### config.mk
export PLATFORM = sky130hd
export DESIGN_NAME = bram_word_loader_flat
export DESIGN_NICKNAME = d
export VERILOG_FILES = /design/src/rtl/boot_pkg.sv /design/src/rtl/bram_word_loader_if.sv /design/src/rtl/bram_word_loader.sv /design/src/flat_wrapper.sv
export SDC_FILE = /design/constraint.sdc
export NUM_CORES = 1
export LEC_CHECK = 0
export BUFFER_PORTS_ARGS = -buffer_cell sky130_fd_sc_hd__buf_2
export CORE_MARGIN = 1
export CORE_UTILIZATION = 39
export CTS_CLUSTER_SIZE = 24
export DETAILED_ROUTE_END_ITERATION = 10
export GPL_ROUTABILITY_DRIVEN = 0
export GPL_TIMING_DRIVEN = 0
export PLACE_DENSITY_LB_ADDON = 0.2
export SYNTH_ARGS = -nofsm -noshare
export SYNTH_HDL_FRONTEND = slang
export SYNTH_SLANG_ARGS = --single-unit
### constraint.sdc
create_clock -name clk -period 2.9 [get_ports clk]
set_input_delay 0.58 -clock clk [delete_from_list [all_inputs] [get_ports clk]]
set_output_delay 0.58 -clock clk [all_outputs]
set_load 0.01 [all_outputs]
### src/rtl/boot_pkg.sv
// Shared boot-path definitions: loader FSM state encoding and stream framing constants.
package boot_pkg;

    typedef enum logic [2:0] {
        ST_IDLE    = 3'd0,
        ST_LEN_LO  = 3'd1,
        ST_LEN_HI  = 3'd2,
        ST_DATA_LO = 3'd3,
        ST_DATA_HI = 3'd4,
        ST_WRITE   = 3'd5,
        ST_DONE    = 3'd6,
        ST_ERR     = 3'd7
    } loader_state_t;

    localparam int BYTES_PER_WORD = 2;
    localparam int LEN_BYTES      = 2;

    // States in which the loader is waiting for a start pulse.
    function automatic logic is_parked(input loader_state_t s);
        return (s == ST_IDLE) || (s == ST_DONE) || (s == ST_ERR);
    endfunction

endpackage

### src/rtl/bram_word_loader_if.sv
// Byte-stream input, BRAM port-A output and boot-controller status of the word loader.
interface bram_word_loader_if #(
    parameter int ADDR_W = 11,
    parameter int DATA_W = 16
);
    logic              start;
    logic [7:0]        rx_data;
    logic              rx_valid;
    logic              rx_ready;
    logic [ADDR_W-1:0] addra;
    logic [DATA_W-1:0] dina;
    logic              wea;
    logic              busy;
    logic              done;
    logic              err;
    logic [ADDR_W:0]   words_written;

    modport master (
        output start, rx_data, rx_valid,
        input  rx_ready, addra, dina, wea, busy, done, err, words_written
    );

    modport slave (
        input  start, rx_data, rx_valid,
        output rx_ready, addra, dina, wea, busy, done, err, words_written
    );
endinterface

### src/rtl/bram_word_loader.sv
// Boot loader: parses a little-endian word count and word stream from a byte source
// and writes the words to consecutive BRAM addresses starting at BASE_ADDR.
module bram_word_loader
    import boot_pkg::*;
#(
    parameter int ADDR_W    = 11,
    parameter int DATA_W    = 16,
    parameter int BASE_ADDR = 0
) (
    input  logic              clk,
    input  logic              rst,
    bram_word_loader_if.slave bus
);

    localparam int unsigned       MAX_WORDS = (32'd1 << ADDR_W) - 32'(BASE_ADDR);
    localparam logic [ADDR_W-1:0] ADDR_BASE = ADDR_W'(BASE_ADDR);
    localparam logic [ADDR_W-1:0] ADDR_ONE  = ADDR_W'(1);
    localparam logic [ADDR_W:0]   WORD_ONE  = (ADDR_W + 1)'(1);

    loader_state_t     r_state;
    loader_state_t     w_state_nxt;

    logic [15:0]       r_count;
    logic [ADDR_W-1:0] r_addra;
    logic [DATA_W-1:0] r_dina;
    logic              r_wea;
    logic              r_done;
    logic              r_err;
    logic [ADDR_W:0]   r_words;

    logic              w_rx_ready;
    logic              w_accept;
    logic              w_last_word;
    logic [15:0]       w_len;

    assign w_accept    = bus.rx_valid && w_rx_ready;
    assign w_len       = {bus.rx_data, r_count[7:0]};
    assign w_last_word = (32'(r_words) + 32'd1) == 32'(r_count);

    always_ff @(posedge clk) begin
        if (rst) begin
            r_state <= ST_IDLE;
        end else begin
            r_state <= w_state_nxt;
        end
    end

    always_comb begin
        w_state_nxt = r_state;
        w_rx_ready  = 1'b0;
        case (r_state)
            ST_IDLE, ST_DONE, ST_ERR: begin
                if (bus.start) w_state_nxt = ST_LEN_LO;
            end
            ST_LEN_LO: begin
                w_rx_ready = 1'b1;
                if (w_accept) w_state_nxt = ST_LEN_HI;
            end
            ST_LEN_HI: begin
                w_rx_ready = 1'b1;
                if (w_accept) begin
                    if (w_len == 16'd0)
                        w_state_nxt = ST_DONE;
                    else if (32'(w_len) > MAX_WORDS)
                        w_state_nxt = ST_ERR;
                    else
                        w_state_nxt = ST_DATA_LO;
                end
            end
            ST_DATA_LO: begin
                w_rx_ready = 1'b1;
                if (w_accept) w_state_nxt = ST_DATA_HI;
            end
            ST_DATA_HI: begin
                w_rx_ready = 1'b1;
                if (w_accept) w_state_nxt = ST_WRITE;
            end
            ST_WRITE: begin
                w_state_nxt = w_last_word ? ST_DONE : ST_DATA_LO;
            end
            default: w_state_nxt = ST_IDLE;
        endcase
    end

    // The BRAM samples addra/dina during the single WRITE cycle, so both only move afterwards.
    always_ff @(posedge clk) begin
        if (rst) begin
            r_count <= '0;
            r_addra <= ADDR_BASE;
            r_dina  <= '0;
            r_wea   <= 1'b0;
            r_done  <= 1'b0;
            r_err   <= 1'b0;
            r_words <= '0;
        end else begin
            r_wea <= 1'b0;
            case (r_state)
                ST_IDLE, ST_DONE, ST_ERR: begin
                    if (bus.start) begin
                        r_count <= '0;
                        r_addra <= ADDR_BASE;
                        r_done  <= 1'b0;
                        r_err   <= 1'b0;
                        r_words <= '0;
                    end
                end
                ST_LEN_LO: begin
                    if (w_accept) r_count[7:0] <= bus.rx_data;
                end
                ST_LEN_HI: begin
                    if (w_accept) begin
                        r_count[15:8] <= bus.rx_data;
                        r_done        <= (w_state_nxt == ST_DONE);
                        r_err         <= (w_state_nxt == ST_ERR);
                    end
                end
                ST_DATA_LO: begin
                    if (w_accept) r_dina[7:0] <= bus.rx_data;
                end
                ST_DATA_HI: begin
                    if (w_accept) begin
                        r_dina[DATA_W-1:8] <= bus.rx_data;
                        r_wea              <= 1'b1;
                    end
                end
                ST_WRITE: begin
                    r_addra <= r_addra + ADDR_ONE;
                    r_words <= r_words + WORD_ONE;
                    r_done  <= (w_state_nxt == ST_DONE);
                end
                default: ;
            endcase
        end
    end

    assign bus.rx_ready      = w_rx_ready;
    assign bus.addra         = r_addra;
    assign bus.dina          = r_dina;
    assign bus.wea           = r_wea;
    assign bus.busy          = !is_parked(r_state);
    assign bus.done          = r_done;
    assign bus.err           = r_err;
    assign bus.words_written = r_words;

endmodule

### src/flat_wrapper.sv
// flat-port wrapper written by rule: the top's interface ports become plain ports
module bram_word_loader_flat import boot_pkg::*;
#(
    parameter int ADDR_W    = 11,
    parameter int DATA_W    = 16,
    parameter int BASE_ADDR = 0
)
  (clk, rst, bus_start, bus_rx_data, bus_rx_valid, bus_rx_ready, bus_addra, bus_dina, bus_wea, bus_busy, bus_done, bus_err, bus_words_written);
  bram_word_loader_if #(.ADDR_W(ADDR_W), .DATA_W(DATA_W)) bus_i ();
  input  logic clk;
  input  logic rst;
  input wire logic [$bits(bus_i.start)-1:0] bus_start;
  input wire logic [$bits(bus_i.rx_data)-1:0] bus_rx_data;
  input wire logic [$bits(bus_i.rx_valid)-1:0] bus_rx_valid;
  output wire logic [$bits(bus_i.rx_ready)-1:0] bus_rx_ready;
  output wire logic [$bits(bus_i.addra)-1:0] bus_addra;
  output wire logic [$bits(bus_i.dina)-1:0] bus_dina;
  output wire logic [$bits(bus_i.wea)-1:0] bus_wea;
  output wire logic [$bits(bus_i.busy)-1:0] bus_busy;
  output wire logic [$bits(bus_i.done)-1:0] bus_done;
  output wire logic [$bits(bus_i.err)-1:0] bus_err;
  output wire logic [$bits(bus_i.words_written)-1:0] bus_words_written;
  assign bus_i.start = bus_start;
  assign bus_i.rx_data = bus_rx_data;
  assign bus_i.rx_valid = bus_rx_valid;
  assign bus_rx_ready = bus_i.rx_ready;
  assign bus_addra = bus_i.addra;
  assign bus_dina = bus_i.dina;
  assign bus_wea = bus_i.wea;
  assign bus_busy = bus_i.busy;
  assign bus_done = bus_i.done;
  assign bus_err = bus_i.err;
  assign bus_words_written = bus_i.words_written;
  bram_word_loader #(.ADDR_W(ADDR_W), .DATA_W(DATA_W), .BASE_ADDR(BASE_ADDR)) u_core (.clk(clk), .rst(rst), .bus(bus_i));
endmodule
==> metrics.yaml <==
run_status:
  status: "complete, no violations"
cells_and_area:
  final_common_cell: "nand2_1"
  drive_gt1_share_pct: 21.37
  n_antenna_cell: 0
  fin_area_um2: 3789
  nets: 477
  layout_common_cells: "70 x nand2_1, 61 x dfxtp_1, 60 x buf_2"
  area_growth_pct: 19.12
synth:
  netlist.area_leader.share_pct: 38.39
  synthFlopType: "dfxtp_1"
  netlist-cell-type-count: 60
  synthTopCellsByArea: "dfxtp_1 38%, a21oi_1 8.5%, nand2_1 8.3%, nand3_1 4.7%, nor2_1 3.5%"
  avgSynthCellArea_um2: 7.971
  synthArstFlopShare_pct: 0
  synthCells: 399
  yosysSeqAreaShare_pct: 38.39
  syn_nets: 413
  ys_seq_elements: 61
  synth-edff-count: 0
  yosys.area.top_type: "dfxtp_1"
  ys_warn_count: 0
  netlist_area_um2: 3181
pwr:
  power_switching_mw: 0.5460
  total_power_mw: 1.970
  sequentialPowerShare_pct: 44.4
  clkPwrFrac_pct: 42.3
  p_per_area_nw_per_um2: 520.0
  cellInternalPower_mw: 1.424
  comb_power_share_pct: 13.2
  sw_frac_of_total_pct: 27.71
  leakage_nw: 1.494
  ir_worst_vdd_uv: 293.0
route:
  wl_per_cell_um: 15.33
  drcViolationCount: 0
  vias_per_cell: 5.454
  dr.pass1.iters: 5
  drt_iter0_markers: 131
  ant_nets: 0
  vias: 3109
  drt_wl_total_mm: 8.737
worst_setup_path:
  slowest_stage: "dfxtp_1"
  start_kind: "flop"
  path_class: "reg2reg"
  worstPathCellList: "ha_1, nand3_2, nor2_2, mux2_4, nor4_4, nand4_2, a31oi_2"
  crit_path_end_kind: "flop"
  cp.required_ns: 3.17
  startpoint: "u_core.bus.words_written[0]"
  timing.rr.start: "u_core.bus.words_written[0]"
  slowest_delay_ns: 0.51
  path_max_fanout: 7
  cp.buffers_inverters: 0
  cpLargestDelayFamily: "simple AND/OR/NAND/NOR gates"
  arrival_ns: 2.64
  worst-r2r-setup-slack_ns: 0.54
floorplan:
  die_x_um: 92.31
  die_area_um2: 8520
  start_util_pct: 40.74
  die_y_um: 92.31
  io_pins: 56
  coreArea_um2: 7807
  rows: 32
clock_tree:
  clock-sinks: 61
  clk_pin_slew_ns: 0.07
  htree_levels: 3
  cts_root_buffer: "clkbuf_8"
  cts_hold_buf: 0
  clkLatencyLatePin_ns: 0.34
  tritoncts: "built"
  cts_made_buffers: 9
  clock_path_buffers: 2
  postCtsSetupBuffers: 0
  post_cts_resized: 0
global_routing:
  antenna_found_initial: 0
  grt_pass1_wl_mm: 14.33
  grt_use_total_pct: 21.39
  gr-total-overflow: 0
  grt_max_degree: 12
  grt_pass1_vias: 2905
timing:
  fin_setup_tns_ns: 0
  tightest_slew_ns: 0.6472
  rsz0062_at_grt: "no"
  fmaxAchievable_mhz: 423.2
  setup_viol: 0
  fin_crit_ns: 2.363
  slew_headroom_pct: 56.85
  clock_skew_ns: 0.007532
  hold_viol_final: 0
  whs_ns: 0.4593
  post-route-period-util_pct: 81.47
  slew_viol_final: 0
place:
  numPortBuffers: 53
  dp_hpwl_mm: 6.195
  placed_area_um2: 3573
worst_hold_path:
  min_path_type: "reg2reg"
  min_from: "u_core.bus.dina[4]"
job:
  cap_violations: 0
-- stage by stage --
| stage | instances | utilization [%] | worst slack [ns] |
|---|---|---|---|
| floorplan | 399 | - | 0.8047 |
| global placement | 554 | 45.77 | 0.5910 |
| detailed placement | 554 | 45.77 | 0.5698 |
| CTS | 570 | 48.53 | 0.5371 |
| global route | 570 | 48.53 | 0.4036 |
| finish | 570 | 48.53 | 0.5372 |
-- cells in the mapped netlist, types with 7 or more instances --
| library cell | n |
|---|---|
| o21ai_0 | 14 |
| a21oi_1 | 54 |
| nand3_1 | 30 |
| nor3_1 | 7 |
| nor2_1 | 30 |
| dfxtp_1 | 61 |
| clkbuf_1 | 16 |
| xor2_1 | 8 |
| xnor2_1 | 8 |
| nand2_1 | 70 |
| buf_2 | 7 |
| and2_1 | 7 |
-- cells by family after synthesis --
logic type | after synthesis | synth area share, %
muxes | 5 | 1.849
buffers and inverters | 32 | 6.137
xor gates and xnor gates | 16 | 4.406
and+or+nand+nor | 186 | 30.29
DFF | 61 | 38.39
adders and majority gates | 2 | 0.7867
AOI/OAI and AO/OA | 97 | 18.14
-- tightest hold or removal path, cell delays in order, from the launching register on --
cell and delay (ns):
dfxtp_1 0.31, nand2_1 0.05, a21oi_1 0.05
-- flip-flops by register name (all words and copies together) (netlist names) --
signal,count
u_core.bus.done,1
u_core.r_state,3
u_core.r_count,16
u_core.bus.addra,11
u_core.bus.dina,16
u_core.bus.wea,1
u_core.bus.err,1
u_core.bus.words_written,12
-- path summary, 6_finish.rpt --
| path | end | cells after the start |
|---|---|---|
| worst min-delay path | u_core.bus.dina[4] | 2 |
| worst max register to register | u_core.bus.err | 7 |
| worst min register to register | u_core.bus.dina[4] | 2 |
| worst max-delay path | u_core.bus.err | 7 |
-- layer usage --
| layer | track usage (%) | wire length [um] | share of wire, % | up-vias |
|---|---|---|---|---|
| met2 | 35.99 | 4056 | 46 | 97 |
| met1 | 27.31 | 4083 | 47 | 1461 |
| met3 | 5.419 | 474 | 5.4 | 8 |
| met5 | 0 | 0 | 0 | - |
| li1 | - | - | - | 1543 |
| met4 | 5.208 | 123 | 1.4 | 0 |
-- area by class of cell --
cell class / instances / area (um^2)
tap: 102 / 127.6
fill: 808 / 4019
buffer: 27 / 176.4
clock buffer: 10 / 127.6
inverter: 5 / 18.77
clock inverter: 6 / 87.58
timing repair buffer: 53 / 265.3
sequential: 61 / 1221
multi-input combinational: 306 / 1764
-- power groups by stage --
stage | clock [mW] | combinational [mW] | sequential, mW
3_3_place_gp | 0 | 0.254 | 0.893
2_1_floorplan | 0 | 0.174 | 0.892
3_5_place_dp | 0 | 0.257 | 0.894
4_1_cts | 0.852 | 0.259 | 0.875
5_1_grt | 0.880 | 0.288 | 0.878
6_report | 0.834 | 0.261 | 0.876
Note: power is estimated with default switching activity, not from simulation.
